==> src/rtl/mdu.sv <==
// mdu: iterative multiply/divide unit holding the MIPS HI/LO registers.
//
// Executes MULT, MULTU, DIV and DIVU with one result bit per cycle.
// MTHI/MTLO write HI/LO when the unit is idle. MFHI/MFLO read HI/LO directly.
//
// State table
//   state | meaning
//   IDLE  | waiting for start; moves to HI/LO honoured
//   CALC  | WIDTH iteration cycles, count 0..WIDTH-1
//   FIX   | sign correction; HI/LO loaded at the exit edge
//   DONE  | done=1 for one cycle; moves and a new start are accepted
//
// Ports
//   clk    : clock, rising edge
//   reset  : synchronous, active-high
//   start  : launch an operation (ignored while busy)
//   op     : 00 MULT, 01 MULTU, 10 DIV, 11 DIVU
//   A, B   : rs / rt operands, sampled with start
//   mthi   : write A into HI (IDLE/DONE only)
//   mtlo   : write A into LO (IDLE/DONE only)
//   busy   : high in CALC and FIX
//   done   : one-cycle pulse; HI/LO hold the new result
//   HI, LO : architectural HI/LO registers
module mdu #(
  parameter int WIDTH = 32
) (
  input  logic             clk,
  input  logic             reset,
  input  logic             start,
  input  logic [1:0]       op,
  input  logic [WIDTH-1:0] A,
  input  logic [WIDTH-1:0] B,
  input  logic             mthi,
  input  logic             mtlo,
  output logic             busy,
  output logic             done,
  output logic [WIDTH-1:0] HI,
  output logic [WIDTH-1:0] LO
);

  localparam int CW = $clog2(WIDTH);
  localparam logic [CW-1:0] LAST = CW'(WIDTH - 1);

  typedef enum logic [1:0] {
    S_IDLE = 2'd0,
    S_CALC = 2'd1,
    S_FIX  = 2'd2,
    S_DONE = 2'd3
  } state_t;

  state_t state;
  state_t state_next;

  logic [CW-1:0]      count;
  logic [2*WIDTH-1:0] acc;       // product, or quotient bits in the low word
  logic [WIDTH-1:0]   rem;       // partial remainder (always below divisor)
  logic [WIDTH-1:0]   addend;    // multiplicand magnitude or divisor magnitude
  logic [WIDTH-1:0]   a_raw;     // A as launched, for the divide-by-zero result
  logic               is_div;
  logic               neg;       // sign(A) xor sign(B), signed ops only
  logic               rem_neg;   // sign(A), signed ops only
  logic               div_zero;

  logic               idle_or_done;
  logic               launch;
  logic               a_neg;
  logic               b_neg;
  logic [WIDTH-1:0]   a_mag;
  logic [WIDTH-1:0]   b_mag;
  logic [WIDTH:0]     mul_sum;
  logic [2*WIDTH-1:0] mul_next;
  logic [WIDTH:0]     div_shift;
  logic [WIDTH:0]     div_diff;
  logic               div_ok;
  logic [2*WIDTH-1:0] prod_fix;
  logic [WIDTH-1:0]   quo_fix;
  logic [WIDTH-1:0]   rem_fix;

  // ---------------- FSM: state register ----------------
  always_ff @(posedge clk) begin
    if (reset) state <= S_IDLE;
    else       state <= state_next;
  end

  // ---------------- FSM: next state ----------------
  always_comb begin
    state_next = state;
    case (state)
      S_IDLE: if (start) state_next = S_CALC;
      S_CALC: if (count == LAST) state_next = S_FIX;
      S_FIX:  state_next = S_DONE;
      S_DONE: state_next = start ? S_CALC : S_IDLE;
      default: state_next = S_IDLE;
    endcase
  end

  // ---------------- FSM: outputs (decoded from the state register only) ----------------
  always_comb begin
    busy = (state == S_CALC) || (state == S_FIX);
    done = (state == S_DONE);
  end

  // ---------------- datapath combinational ----------------
  always_comb begin
    idle_or_done = (state == S_IDLE) || (state == S_DONE);
    launch       = start && idle_or_done;

    // op[0]=0 selects the signed variants; 0x80000000 negates to itself,
    // which read as unsigned is the required 2^31 magnitude.
    a_neg = ~op[0] & A[WIDTH-1];
    b_neg = ~op[0] & B[WIDTH-1];
    a_mag = a_neg ? -A : A;
    b_mag = b_neg ? -B : B;

    // Shift-add: add multiplicand to the upper word when the current
    // multiplier bit (acc[0]) is set, then shift the whole accumulator right.
    mul_sum  = {1'b0, acc[2*WIDTH-1:WIDTH]} + {1'b0, addend};
    mul_next = acc[0] ? {mul_sum, acc[WIDTH-1:1]}
                      : {1'b0, acc[2*WIDTH-1:WIDTH], acc[WIDTH-1:1]};

    // Restoring division: bring in the next dividend bit, trial-subtract.
    div_shift = {rem, acc[WIDTH-1]};
    div_diff  = div_shift - {1'b0, addend};
    div_ok    = ~div_diff[WIDTH];

    prod_fix = neg ? -acc : acc;
    quo_fix  = div_zero ? '1    : (neg     ? -acc[WIDTH-1:0] : acc[WIDTH-1:0]);
    rem_fix  = div_zero ? a_raw : (rem_neg ? -rem            : rem);
  end

  // ---------------- datapath registers ----------------
  always_ff @(posedge clk) begin
    if (reset) begin
      count    <= '0;
      acc      <= '0;
      rem      <= '0;
      addend   <= '0;
      a_raw    <= '0;
      is_div   <= 1'b0;
      neg      <= 1'b0;
      rem_neg  <= 1'b0;
      div_zero <= 1'b0;
      HI       <= '0;
      LO       <= '0;
    end else begin
      if (launch) begin
        count    <= '0;
        is_div   <= op[1];
        neg      <= a_neg ^ b_neg;
        rem_neg  <= a_neg;
        div_zero <= (B == '0);
        a_raw    <= A;
        rem      <= '0;
        if (op[1]) begin
          addend <= b_mag;
          acc    <= {{WIDTH{1'b0}}, a_mag};
        end else begin
          addend <= a_mag;
          acc    <= {{WIDTH{1'b0}}, b_mag};
        end
      end else if (state == S_CALC) begin
        count <= count + 1'b1;
        if (is_div) begin
          acc[WIDTH-1:0] <= {acc[WIDTH-2:0], div_ok};
          rem            <= div_ok ? div_diff[WIDTH-1:0] : div_shift[WIDTH-1:0];
        end else begin
          acc <= mul_next;
        end
      end

      // FIX and the move window never overlap, so the result and a move
      // cannot collide on the same edge.
      if (state == S_FIX) begin
        if (is_div) begin
          HI <= rem_fix;
          LO <= quo_fix;
        end else begin
          HI <= prod_fix[2*WIDTH-1:WIDTH];
          LO <= prod_fix[WIDTH-1:0];
        end
      end else if (idle_or_done) begin
        if (mthi) HI <= A;
        if (mtlo) LO <= A;
      end
    end
  end

endmodule

==> config.mk <==
export PLATFORM = sky130hd
export DESIGN_NAME = mdu
export DESIGN_NICKNAME = d
export VERILOG_FILES = /design/src/rtl/mdu.sv
export SDC_FILE = /design/constraint.sdc
export NUM_CORES = 1
export LEC_CHECK = 0
export ABC_AREA = 1
export BUFFER_PORTS_ARGS = -buffer_cell sky130_fd_sc_hd__buf_2
export CAP_MARGIN = 25
export CORE_MARGIN = 5
export CORE_UTILIZATION = 35
export CTS_BUF_LIST = sky130_fd_sc_hd__clkbuf_4 sky130_fd_sc_hd__clkbuf_8 sky130_fd_sc_hd__clkbuf_16
export CTS_CLUSTER_DIAMETER = 40
export DETAILED_ROUTE_END_ITERATION = 16
export HOLD_SLACK_MARGIN = 0.15
export PLACE_DENSITY_LB_ADDON = 0.15
export SETUP_SLACK_MARGIN = 0.3
export SYNTH_ARGS = -nofsm -noshare
export SYNTH_HDL_FRONTEND = slang
export SYNTH_SLANG_ARGS = --single-unit
==> constraint.sdc <==
create_clock -name clk -period 3.64 [get_ports clk]
set_clock_uncertainty 0.15 [all_clocks]
set_input_delay 0.546 -clock clk [delete_from_list [all_inputs] [get_ports clk]]
set_output_delay 0.546 -clock clk [all_outputs]
set_load 0.01 [all_outputs]
==> implementation parameters <==
Parameter                              Value

Placement
  Post-Place Worst Slack    ~0.54 ns
  Final GP Congestion    1.02
  Count of input and output buffers    136
  Detailed placement HPWL    between 80 and 90 mm
  Placed Instances    between 4000 and 5000

Final layout
  Core occupancy in the finished layout    0.408
  Leading cell type in the layout, fill and taps excluded    nand2_1
  Number of antenna repair diodes    0
  Layout cells sized above 1    0.0939
  Final instance count without filler cells    about 4600
  Number of nets in the finished design    3965
  Filler instances    around 6700
  Layout area overhead    15.3%
  Commonest cells after routing, fill and taps aside    1115 x nand2_1, 472 x inv_1, 436 x nor2_1, 304 x o21ai_0, 300 x a21oi_1

Min path
  Class of the tightest hold or removal check    input pin to flip-flop
  Hold Path Stages    3
  Worst hold endpoint    a_raw[11]
  Hold wc startpoint    A[11]

Clocking
  Maximum clock path buffer count    3
  TritonCTS Buffers    46
  Clock tree from TritonCTS    yes
  Post-CTS setup buffers    0
  Cell chosen for the clock root    clkbuf_16
  Post-CTS clock slew at the launch and capture registers of the worst setup and hold paths    about 0.060 ns
  CTS Sinks    approximately 240
  Worst-skew pair later-pin latency    around 0.6 ns
  H-tree lvl count    2

Pwr
  Leakage Power    approximately 0.012 µW
  Sequential fraction of design power    0.228
  Power density over cell area    around 740 mW/mm²
  Sw Ratio    0.518
  Worst vdd ir    around 0.42 mV
  Internal power of the cells    approximately 8600 µW
  Sw Pwr    slightly above 9000 µW
  Share of total power in combinational logic    0.520
  Clock network power share    0.252

Synth
  Summed instance area of the synthesized netlist    0.0209 mm²
  Synthesized netlist net count    about 3900
  Portion of synthesized cell area occupied by the leading cell type    0.225
  Post-synth top area cell    dfxtp_1
  Mean instance size in the synthesized netlist    between 5 and 6 µm²
  Leading cell types by total area after synthesis    dfxtp_1 22%, nand2_1 20%, inv_1 8.5%
  Number of instances in the synthesized netlist    3722
  Number of distinct library cell variants in the gate-level netlist after synthesis    52
  Register bit total from synthesis    about 240
  Register area share after synthesis    0.225
  YS warnings    0

Drt
  Average routed wire per standard cell    between 20 and 25 µm
  Detail-routed via count per cell    between 5 and 6
  First drt pass iteration count    6
  Drt drc    0
  Number of vias in the routed layout    between 20000 and 25000
  Antenna-violating nets left    0
  Starting DRT DRC Count    between 2000 and 3000
  Total detailed-routing wirelength    102 mm

Setup path
  Endpoint type of the worst setup path    flip-flop
  Crit path arrival time    between 3 and 4 ns
  Worst reg2reg path startpoint    acc[31]
  Reg-to-Reg End    rem[0]
  Worst Reg2Reg Path Length in Cells    18
  Maximum fanout along the worst path    23
  Startpoint type of the worst setup path    flip-flop
  Req. time, crit path    just under 4 ns
  R2r setup slk    between 0.6 and 0.7 ns
  Setup CP Type    flip-flop to flip-flop

STA
  Final setup violating endpoints    0
  Setup repair after global routing missed its margin    false
  Worst rel slew slack    0.304
  Final critical delay including setup and external delays    3.00 ns
  Count of final hold-check violations    0
  Number of pins with negative max-slew slack in the final report    0
  Final setup TNS    0 ns
  Worst setup margin    0.643 ns
  Share of the clock period used by the worst path    0.823
  Actual slew at the worst max-slew pin    roughly 1.0 ns
  Max Clk Rate    roughly 330 MHz

Global route
  Aggregate global routing overflow    0
  Maximum number of pins on one net before global-route repair    94
  Via count of the first global-routing pass    22800
  Initial antenna violation count    0
  Global-route wire length before repair    between 100 and 150 mm
  Total routing usage reported by global routing    0.305

Floorplan
  Area of the placeable core    0.0591 mm²
  Vert. Die Dim    254 µm
  Initial Util    0.354
  DIE AREA    between 0.06 and 0.07 mm²
  Total I/O pin count    between 100 and 150
  Chip width    254 µm
  Row cnt    between 80 and 90

Flow run
  Max-cap check violation count    0

Run status
  Outcome    complete, no violations
cell type report:
class                      instances  area (µm²)  share of cell area
multi-input combinational       2853       13800               0.572
sequential                       235        4710               0.195
inverter                         489        1840              0.0763
clock buffer                      54        1250              0.0520
timing repair buffer             191        1190              0.0493
tap                              773         967              0.0401
clock inverter                    32         355              0.0147
synth_stat cells, drive strengths merged:
library cell and instances:
o31ai 2, a21oi 313, o21ai 321, nand3 271, a211oi 1, or2 3, nor3 33, a2bb2oi 1
inv 488, nand2 1138, ha 76, o211ai 38, o221ai 6, o22ai 4, a21o 2, and2 9
clkbuf 105, and3 4, nand3b 13, a21boi 1, fa 2, nor2 451, nand4 45, buf 40
a31oi 11, clkinv 1, nor4 6, nor3b 1, xor2 70, xnor2 11, o21bai 10, a221oi 1
o21a 1, o2111ai 1, dfxtp 235, a22oi 7
per-layer routing:
metal / global-route usage / vias up / part of all wire / routed length [µm]
li1: - / 12200 / - / -
met3: 0.0824 / 207 / 0.095 / 9770
met5: 0 / - / 0 / 0
met4: 0.135 / 0 / 0.052 / 5300
met1: 0.398 / 11200 / 0.42 / 42600
met2: 0.474 / 1008 / 0.44 / 44700
critical path: stages, from the launching register on:
cell and delay (ns):
dfxtp_1 0.39, inv_1 0.11, ha_1 0.24, fa_1 0.41, inv_1 0.09, nand3_1 0.09
nand2_2 0.14, nand2_2 0.06, nand2_2 0.10, nand2_2 0.06, nand2_2 0.10, nand2_4 0.07
nand2_2 0.07, nand2_1 0.05, nand2_1 0.27, buf_12 0.23, nand2_1 0.07, nand3_1 0.08
a21oi_1 0.06
worst max-delay path by stage:
stage	startpoint	to	slack, ns	depth (start not counted)
final	acc[31]	rem[0]	0.64	18
after detailed placement	acc[31]	rem[17]	0.54	17
after global routing	acc[31]	rem[5]	0.39	18
after floorplan	acc[31]	rem[13]	1.12	19
after CTS	acc[31]	rem[17]	0.52	17
after global placement	acc[31]	rem[13]	0.61	17
stage by stage:
stage	power, µW	cell area [µm²]	hold WS, ns
6_report	17800	24100	0.188
5_1_grt	18900	24100	0.182
4_1_cts	17600	24100	0.156
3_5_place_dp	13100	22400	0.300
3_3_place_gp	13100	22400	0.302
2_1_floorplan	9640	20900	0.280
sequential cells by signal, summed over array words and instances, names as in the netlist:
signal and count:
acc 64, HI 32, addend 32, state 2
a_raw 32, is_div 1, rem 32, rem_neg 1
neg 1, div_zero 1, count 5, LO 32
power by group through the flow:
stage | registers (µW) | clock network, µW | logic [µW]
4_1_cts | 4030 | 4510 | 9060
5_1_grt | 4110 | 4620 | 10200
2_1_floorplan | 3800 | 0 | 5830
3_5_place_dp | 4080 | 0 | 9020
3_3_place_gp | 4080 | 0 | 9070
6_report | 4070 | 4480 | 9280
repair_timing:
item | 4_1_cts | 5_1_grt
resized for setup | 0 | 1
setup endpoints to repair | 0 | 19
hold endpoints to repair | 11 | 0
hold buffers | 8 | 0
logic make-up after synthesis:
family | count (synthesis) | share of synthesized area
adder cells (fa/ha/maj) | 78 | 0.0474
AND/OR/NAND/NOR | 1974 | 0.391
XOR/XNOR | 81 | 0.0339
AO/OA/AOI/OAI | 720 | 0.186
flip-flops | 235 | 0.225
buffers and inverters | 634 | 0.117
Power figures use the tool's default switching activity.
